File: src/rtl/multicycle_seq_pkg.sv
// Shared encodings and constants for the multi-cycle instruction sequencer.
package multicycle_seq_pkg;

    localparam int STATE_W = 7;

    localparam logic [STATE_W-1:0] STATE_FETCH      = 7'b000_0001;
    localparam logic [STATE_W-1:0] STATE_FETCH_WAIT = 7'b000_0010;
    localparam logic [STATE_W-1:0] STATE_DECODE     = 7'b000_0100;
    localparam logic [STATE_W-1:0] STATE_EXECUTE    = 7'b000_1000;
    localparam logic [STATE_W-1:0] STATE_EXEC_WAIT  = 7'b001_0000;
    localparam logic [STATE_W-1:0] STATE_WRITE      = 7'b010_0000;
    localparam logic [STATE_W-1:0] STATE_FAULT      = 7'b100_0000;

    localparam int DEF_PC_W  = 32;
    localparam int DEF_CNT_W = 32;

    localparam int          PC_INC     = 4;
    // Low PC bits that are forced to zero on a redirect.
    localparam logic [1:0]  ALIGN_MASK = 2'b11;

endpackage

File: src/rtl/multicycle_seq_wait_timer.sv
// Wait-state watchdog: counts cycles while enabled, cleared outside wait states.
// expired_o is combinational and rises in the TIMEOUT-th enabled cycle; TIMEOUT=0 never expires.
module wait_timer #(
    parameter int TIMEOUT = 1024
) (
    input  logic clk,
    input  logic rstn,
    input  logic clr_i,
    input  logic en_i,
    output logic expired_o
);
    localparam int TW  = (TIMEOUT > 1) ? $clog2(TIMEOUT) : 1;
    localparam int LIM = (TIMEOUT > 0) ? TIMEOUT - 1 : 0;

    logic [TW-1:0] cnt_q, cnt_d;

    // cnt_q holds the number of wait cycles already completed.
    assign expired_o = (TIMEOUT != 0) && en_i && (cnt_q == TW'(LIM));

    always_comb begin
        cnt_d = cnt_q;
        if (clr_i)
            cnt_d = '0;
        else if (en_i && !expired_o)
            cnt_d = cnt_q + TW'(1);
    end

    always_ff @(posedge clk) begin
        if (!rstn)
            cnt_q <= '0;
        else
            cnt_q <= cnt_d;
    end

endmodule

File: src/rtl/multicycle_seq.sv
// PC owner and FETCH/DECODE/EXECUTE/WAIT/WRITE sequencer; all outputs registered, strobes one cycle wide.
// Waits on fetched / unit_accessed under a watchdog; halt holds in FETCH; FAULT is terminal until reset.
module multicycle_seq
    import multicycle_seq_pkg::*;
#(
    parameter int              PC_W     = DEF_PC_W,
    parameter int              N_UNIT   = 4,
    parameter logic [PC_W-1:0] RESET_PC = '0,
    parameter int              TIMEOUT  = 1024,
    parameter int              CNT_W    = DEF_CNT_W
) (
    input  logic               clk,
    input  logic               rstn,
    input  logic               halt,
    output logic               fetch_order,
    output logic [PC_W-1:0]    fetch_pc,
    input  logic               fetched,
    output logic               dec_en,
    output logic               exe_en,
    input  logic [N_UNIT-1:0]  unit_sel,
    output logic [N_UNIT-1:0]  unit_order,
    input  logic [N_UNIT-1:0]  unit_accessed,
    input  logic               branch_taken,
    input  logic [PC_W-1:0]    target,
    input  logic               wb_req,
    output logic               reg_we,
    output logic               fault,
    output logic [PC_W-1:0]    fault_pc,
    output logic [CNT_W-1:0]   cycle_cnt,
    output logic [CNT_W-1:0]   instret_cnt,
    output logic [CNT_W-1:0]   stall_cnt,
    output logic [STATE_W-1:0] state
);
    logic [STATE_W-1:0] state_q, state_d;
    logic [PC_W-1:0]    pc_q, pc_d, npc_q, npc_d, fault_pc_q, fault_pc_d;
    logic               wb_q, wb_d;
    logic [N_UNIT-1:0]  sel_q, sel_d, unit_order_q, unit_order_d;
    logic               fetch_order_q, fetch_order_d, dec_en_q, dec_en_d;
    logic               exe_en_q, exe_en_d, reg_we_q, reg_we_d, fault_q, fault_d;
    logic [CNT_W-1:0]   cycle_q, cycle_d, instret_q, instret_d, stall_q, stall_d;
    logic               in_wait, expired;
    logic [N_UNIT-1:0]  sel_lowest;
    logic [PC_W-1:0]    redirect_pc;

    // Isolate the lowest set bit so a malformed multi-hot select still starts one unit.
    assign sel_lowest  = unit_sel & (~unit_sel + N_UNIT'(1));
    assign redirect_pc = {target[PC_W-1:2], target[1:0] & ~ALIGN_MASK};
    assign in_wait     = (state_q == STATE_FETCH_WAIT) || (state_q == STATE_EXEC_WAIT);

    wait_timer #(.TIMEOUT(TIMEOUT)) u_wait_timer (
        .clk       (clk),
        .rstn      (rstn),
        .clr_i     (!in_wait),
        .en_i      (in_wait),
        .expired_o (expired)
    );

    always_comb begin
        state_d       = state_q;
        pc_d          = pc_q;
        npc_d         = npc_q;
        wb_d          = wb_q;
        sel_d         = sel_q;
        fault_d       = fault_q;
        fault_pc_d    = fault_pc_q;
        fetch_order_d = 1'b0;
        dec_en_d      = 1'b0;
        exe_en_d      = 1'b0;
        unit_order_d  = '0;
        reg_we_d      = 1'b0;
        instret_d     = instret_q;
        cycle_d       = (state_q == STATE_FAULT) ? cycle_q : cycle_q + CNT_W'(1);
        stall_d       = in_wait ? stall_q + CNT_W'(1) : stall_q;

        case (state_q)
            STATE_FETCH: begin
                if (!halt) begin
                    fetch_order_d = 1'b1;
                    state_d       = STATE_FETCH_WAIT;
                end
            end
            STATE_FETCH_WAIT: begin
                if (fetched) begin
                    state_d = STATE_DECODE;
                end else if (expired) begin
                    state_d    = STATE_FAULT;
                    fault_d    = 1'b1;
                    fault_pc_d = pc_q;
                end
            end
            STATE_DECODE: begin
                dec_en_d = 1'b1;
                state_d  = STATE_EXECUTE;
            end
            STATE_EXECUTE: begin
                wb_d  = wb_req;
                npc_d = branch_taken ? redirect_pc : pc_q + PC_W'(PC_INC);
                if (unit_sel == '0) begin
                    exe_en_d = 1'b1;
                    state_d  = STATE_WRITE;
                end else begin
                    unit_order_d = sel_lowest;
                    sel_d        = sel_lowest;
                    state_d      = STATE_EXEC_WAIT;
                end
            end
            STATE_EXEC_WAIT: begin
                // Completion is checked first so it wins over a same-cycle timeout.
                if ((unit_accessed & sel_q) != '0) begin
                    state_d = STATE_WRITE;
                end else if (expired) begin
                    state_d    = STATE_FAULT;
                    fault_d    = 1'b1;
                    fault_pc_d = pc_q;
                end
            end
            STATE_WRITE: begin
                reg_we_d  = wb_q;
                pc_d      = npc_q;
                instret_d = instret_q + CNT_W'(1);
                state_d   = STATE_FETCH;
            end
            STATE_FAULT: begin
                state_d = STATE_FAULT;
            end
            default: begin
                state_d = STATE_FETCH;
            end
        endcase
    end

    always_ff @(posedge clk) begin
        if (!rstn) begin
            state_q       <= STATE_FETCH;
            pc_q          <= RESET_PC;
            npc_q         <= RESET_PC;
            wb_q          <= 1'b0;
            sel_q         <= '0;
            fault_q       <= 1'b0;
            fault_pc_q    <= '0;
            fetch_order_q <= 1'b0;
            dec_en_q      <= 1'b0;
            exe_en_q      <= 1'b0;
            unit_order_q  <= '0;
            reg_we_q      <= 1'b0;
            cycle_q       <= '0;
            instret_q     <= '0;
            stall_q       <= '0;
        end else begin
            state_q       <= state_d;
            pc_q          <= pc_d;
            npc_q         <= npc_d;
            wb_q          <= wb_d;
            sel_q         <= sel_d;
            fault_q       <= fault_d;
            fault_pc_q    <= fault_pc_d;
            fetch_order_q <= fetch_order_d;
            dec_en_q      <= dec_en_d;
            exe_en_q      <= exe_en_d;
            unit_order_q  <= unit_order_d;
            reg_we_q      <= reg_we_d;
            cycle_q       <= cycle_d;
            instret_q     <= instret_d;
            stall_q       <= stall_d;
        end
    end

    assign state       = state_q;
    assign fetch_pc    = pc_q;
    assign fetch_order = fetch_order_q;
    assign dec_en      = dec_en_q;
    assign exe_en      = exe_en_q;
    assign unit_order  = unit_order_q;
    assign reg_we      = reg_we_q;
    assign fault       = fault_q;
    assign fault_pc    = fault_pc_q;
    assign cycle_cnt   = cycle_q;
    assign instret_cnt = instret_q;
    assign stall_cnt   = stall_q;

endmodule
File: config.mk
export PLATFORM = sky130hd
export DESIGN_NAME = multicycle_seq
export DESIGN_NICKNAME = d
export VERILOG_FILES = /design/src/rtl/multicycle_seq_pkg.sv /design/src/rtl/multicycle_seq_wait_timer.sv /design/src/rtl/multicycle_seq.sv
export SDC_FILE = /design/constraint.sdc
export NUM_CORES = 1
export LEC_CHECK = 0
export CORE_ASPECT_RATIO = 0.9
export CORE_UTILIZATION = 45
export CTS_CLUSTER_DIAMETER = 100
export DETAILED_ROUTE_END_ITERATION = 8
export PLACE_DENSITY = 0.75
export SETUP_SLACK_MARGIN = 0.1
export SKIP_LAST_GASP = 1
export SLEW_MARGIN = 20
export SYNTH_ARGS = -nofsm -noshare
export SYNTH_HDL_FRONTEND = slang
export SYNTH_SLANG_ARGS = --single-unit
File: constraint.sdc
create_clock -name clk -period 3.5 [get_ports clk]
set_clock_uncertainty 0.05 [all_clocks]
set_input_delay 0.875 -clock clk [delete_from_list [all_inputs] [get_ports clk]]
set_output_delay 0.875 -clock clk [all_outputs]
set_load 0.05 [all_outputs]
Yosys cells after proc, flatten, opt, wreduce, memory -nomap -nowiden:

Cells that the tools add are included.

* register bits: 223
* input port bits: 46
* output and inout port bits: 176
* logic and storage cells: 71

* add/subtract/negate cells: 6
* equal/unequal tests: 11
* multiplexer cells: 18
* bitwise logic cells: 6
* reduce and logical (&&, ||, !) cells: 14

Operator list (count)
* 2-to-1 mux 32 bit: 4
* adder 32 x 1 -> 32 bit, second input constant: 3
* one-hot mux 32 bit (2 select lines): 1
* one-hot mux 7 bit (6 select lines): 1
* adder 32 x 3 -> 32 bit, second input constant: 1
* 2-to-1 mux 7 bit: 4
* adder 10 x 1 -> 10 bit, second input constant: 1
* == test 10 bit, second input constant: 1
* AND reduction 2 bit: 5
* bitwise AND 4 bit: 2
* == test 7 x 1 -> 1 bit, second input constant: 1
* == test 7 x 2 -> 1 bit, second input constant: 1
* == test 7 x 3 -> 1 bit, second input constant: 1
* == test 7 x 4 -> 1 bit, second input constant: 1
* == test 7 x 5 -> 1 bit, second input constant: 1
* == test 7 x 6 -> 1 bit, second input constant: 1
* == test 7 bit, second input constant: 1
* 2-to-1 mux 1 bit: 6
* 2-to-1 mux 6 bit: 1
* != test 2 bit, second input constant: 3
* adder 4 x 1 -> 4 bit, second input constant: 1
* zero test 4 bit: 1
* inverter 4 bit: 1
* nonzero test 4 bit: 1
* other kinds (8): 11

Logic depth before layout (Yosys ltp):

* depth in word-level cells: 6
* depth in mapped cells: 8
* depth with buffers taken out: 6

Cells and area by module:

From an unflattened synthesis, not the netlist that was laid out.

* cell total of the unflattened synthesis: 1181
* area, all modules: 9960.8 µm²

Modules (own cells, without submodules)
* multicycle_seq: times used 1, cells an instance 1115, area an instance 9374.0 µm², seq. area each 4264.1 µm²
* wait_timer: times used 1, cells an instance 66, area an instance 586.8 µm², seq. area each 200.2 µm²

Worst setup path before layout:

OpenSTA, ideal clock, no wires.

* kind: register to register
* from: register state_q[6] (netlist: state[6])
* to: register fault_pc_q[14] (netlist: fault_pc[14])
* setup time: 0.127 ns
* data arrival time: 2.334 ns
* data required time: 3.323 ns
* path slack: 0.989 ns
* cell stages (with the launch flop): 9
* buffers on the path: 3
* clock period less this slack: 2.511 ns
* path through: dfxtp_1 > or4_1 > buf_6 > or2_4 > or3_4 > buf_6 > buf_2 > nand3_1 > o31ai_2

* cells in the longest elaborated chain, start to end: 6
* elaborated cells between the ends (all ways): 12
* those cells by class: eq/ne (4); mux (4); reduce/logical (4)

RTL lines
* from (decl): line multicycle_seq.sv:34 `logic [STATE_W-1:0] state_q, state_d;`
* from (signal assigned): line multicycle_seq.sv:150 `state_q <= state_d;`
* == test 7 x 2 -> 1 bit / == test 7 x 5 -> 1 bit (equally long branches): line multicycle_seq.sv:48, multicycle_seq.sv:75
* logical OR 1 bit: line multicycle_seq.sv:48 `assign in_wait = (state_q == STATE_FETCH_WAIT) || (state_q == STATE_EXEC_WAIT);`
* logical AND 1 bit: line multicycle_seq_wait_timer.sv:18 `assign expired_o = (TIMEOUT != 0) && en_i && (cnt_q == TW'(LIM));`
* 2-to-1 mux 32 bit
* 2-to-1 mux 32 bit, on equally long branches
* one-hot mux 32 bit (2 select lines): line multicycle_seq.sv:75 `case (state_q)`
* to (signal assigned): line multicycle_seq.sv:156 `fault_pc_q <= fault_pc_d;`
* to (decl): line multicycle_seq.sv:35 `logic [PC_W-1:0] pc_q, pc_d, npc_q, npc_d, fault_pc_q, fault_pc_d;`

Parallel ways exist; a longest one is shown, timed or not. The select of a mux whose other input is x is not followed.
A chain may end at the register's enable or synchronous reset.

Worst setup path after layout:

* from: register pc_q[4] (netlist: fetch_pc[4])
* to: output port fetch_pc[4]

RTL lines
* from (decl): line multicycle_seq.sv:35
* from (signal assigned): line multicycle_seq.sv:151 `pc_q <= pc_d;`
* to (decl): line multicycle_seq.sv:16 `output logic [PC_W-1:0] fetch_pc,`

No word-level cell between the ends.

==> summary.md <==
| Metric | Value |
|---|---|
| CP bufs+invs | `1` |
| Fin crit period | `2.89 ns` |
| Post-CTS setup buffer count | `0` |
| Vias in the first global route | `8415` |
| Register area share after synthesis | `45.2%` |
| PwrDens | `403 nW/um2` |
| Top cell type's share of synthesized area | `45.2%` |
| Remaining DRCs | `0` |
| CP arrival | `1.97 ns` |
| Die height | `143 um` |
| Fin cells | `1685` |
| Cell taking the most area after synthesis | `dfxtp_1` |
| Clock Pin Slew Worst Setup and Hold Paths | `0.06 ns` |
| Drt wl/cell | `15.6 um` |
| Slew Limit Fails | `0` |
| Met2 Track Usage GR | `37.0%` |
| Worst-skew pair later-pin latency | `0.51 ns` |
| Die width | `158 um` |
| GRT Residual Overflow | `0` |
| Cell types occupying the most area after synthesis | `dfxtp_1, nand2_1, xor2_1` |
| Antenna violations before repair | `1` |
| Worst-Margin Slew | `0.812 ns` |
| RSZ-0062 raised after global routing | `no` |
| Num CTS Buffers | `24` |
| Utilization after layout | `60.3%` |
| Worst-path cell chain | `clkdlybuf4s50_1` |
| Req. time, crit path | `2.57 ns` |
| # hold bufs at CTS | `0` |
| GRT Max-Usage Layer | `met2` |
| Slowest-stage cell, CP | `clkdlybuf4s50_1` |
| Reg2reg setup slack | `0.80 ns` |
| Post-synth EDFFs | `0` |
| Share of layout cells above drive strength 1 | `5.03%` |
| Critical Path Max Stage Delay | `0.89 ns` |
| Ys flop type | `dfxtp_1` |
| Hold slack | `0.396 ns` |
| Final Hold Viols | `0` |
| Final wirelength | `26.3 mm` |
| Min-delay worst type | `reg2reg` |
| Die Area | `22600 um2` |
| Outcome | `finished, final reports clean` |
| HPWL after DPL | `17.5 mm` |
| Clk sinks | `223` |
| Tcrit/Tclk final | `82.6%` |
| Vias per cell | `5.44` |
| Total number of vias | `9164` |
| P_leak | `4.32 nW` |
| Largest net degree at the start of global routing | `79` |
| Peak VDD IR | `0.272 mV` |
| Mapped cell area | `9880 um2` |
| Quantity of gates resized following cts | `0` |
| Std-Cell Rows | `51` |
| Core area | `21600 um2` |
| Critical Path Fanout Max | `9` |
| Cell family with most CP delay | `buffers and inverters` |
| Commonest non-fill, non-tap cell in the layout | `dfxtp_1` |
| Commonest cells after routing, fill and taps aside | `dfxtp_1, clkdlybuf4s50_1, nand2_1` |
| Post-Synthesis Net Count | `1246` |
| Kind of critical path | `reg2out` |
| TritonCTS clock tree | `built` |
| Relative slew margins | `45.1%` |
| Port bufs | `219` |
| YS warnings | `0` |
| Design area | `13000 um2` |
| Number of max-cap violations | `0` |
| FFs w/ async S/R, synth | `0%` |
| GR Util met3 | `4.99%` |
| Syn_area_per_cell | `8.27 um2` |
| Library cells used by synthesis | `62` |
| Dpl cells | `1642` |
| Clock buffer depth | `3` |
| Routability cong. | `0.853` |
| H-tree depth | `1` |
| Met1 usage | `31.2%` |
| Mapped Cells | `1195` |
| Starting Density | `45.8%` |
| Synth Register Bits | `223` |
| TritonRoute pass-1 iters | `5` |
| First-pass GRT wire length | `42.7 mm` |
| Gr usage total | `23.2%` |
| Critical Path End Type | `output port` |
| Nets | `1428` |
| Io pins | `222` |
| Setup TNS Final | `0 ns` |
| Post-DRT Antenna Nets | `0` |
| CP startpoint kind | `flip-flop` |
| Max frequency | `346 MHz` |
| Post-place instance area | `12200 um2` |
| Root Buffer | `clkbuf_16` |
| Number of setup violations in the final report | `0` |
| DRT iter0 DRCs | `606` |
| Area Growth Syn to Fin | `31.5%` |
==> final cells by class <==
cell class | count | area [um2]
repair buffers | 234 | 2310
clock inverters | 2 | 10.0
flip-flops and latches | 223 | 4460
well taps | 291 | 364
fillers | 1939 | 8570
inverters | 19 | 73.8
clock buffers | 40 | 762
multi-input cells | 875 | 5010
diodes | 1 | 2.50
==> sequential cells by signal (all words and copies together) (netlist names) <==
name and count:
wb_q 1, npc_q 32, exe_en 1, reg_we 1, sel_q 4, u_wait_timer.cnt_q 10
fetch_pc 32, state 7, cycle_cnt 32, fetch_order 1, unit_order 4, instret_cnt 32
dec_en 1, stall_cnt 32, fault_pc 32, fault 1
==> routing by layer <==
metal / vias to the layer above / routed length [um]
met5: - / 0
met2: 231 / 12000
met3: 41 / 1610
met1: 4320 / 12100
met4: 0 / 566
li1: 4572 / -
==> kinds of logic after synthesis <==
group | share of synthesized area [%]
xor gates and xnor gates | 8.51
adders and majority gates | 0.633
muxes | 1.01
DFF | 45.2
buffers and inverters | 4.18
AOI/OAI and AO/OA | 12.4
and+or+nand+nor | 28.1
==> cell usage after synthesis, drive strengths merged, types with 2 or more instances <==
| master | number |
|---|---|
| nand2 | 168 |
| inv | 19 |
| nor2b | 3 |
| and3 | 29 |
| a22oi | 4 |
| a211oi | 3 |
| dfxtp | 223 |
| ha | 5 |
| clkbuf | 60 |
| nor2 | 100 |
| nor4 | 22 |
| o31ai | 8 |
| nand3 | 80 |
| buf | 18 |
| or2 | 3 |
| and2 | 4 |
| or3 | 21 |
| o22ai | 13 |
| o2111ai | 3 |
| nand2b | 10 |
| o211ai | 5 |
| nor3 | 24 |
| a31oi | 2 |
| a21oi | 99 |
| or3b | 2 |
| xor2 | 57 |
| xnor2 | 39 |
| nand4b | 3 |
| and4 | 14 |
| nor4b | 3 |
| nand3b | 5 |
| or4 | 12 |
| o21ai | 64 |
| nand4 | 43 |
| nor3b | 2 |
| mux2i | 10 |
| a21boi | 3 |
==> power by group <==
group / internal [mW] / switching [mW]
Combinational: 0.0823 / 0.129
Clock: 1.47 / 0.993
Sequential: 2.55 / 0.0122
==> per-stage QoR <==
stage	total power [mW]	worst slack, ns
after global placement	2.82	0.630
after floorplan	2.74	0.989
after CTS	5.29	0.603
after global routing	5.41	0.537
final	5.23	0.608
after detailed placement	2.83	0.606
==> worst paths after layout <==
path	start	end	cells after the start
worst min register to register	fault	fault	2
worst max register to register	state[0]	stall_cnt[23]	6
worst min-delay path	fault	fault	2
worst max-delay path	fetch_pc[4]	fetch_pc[4]	1
Note: power is estimated with default switching activity, not from simulation.
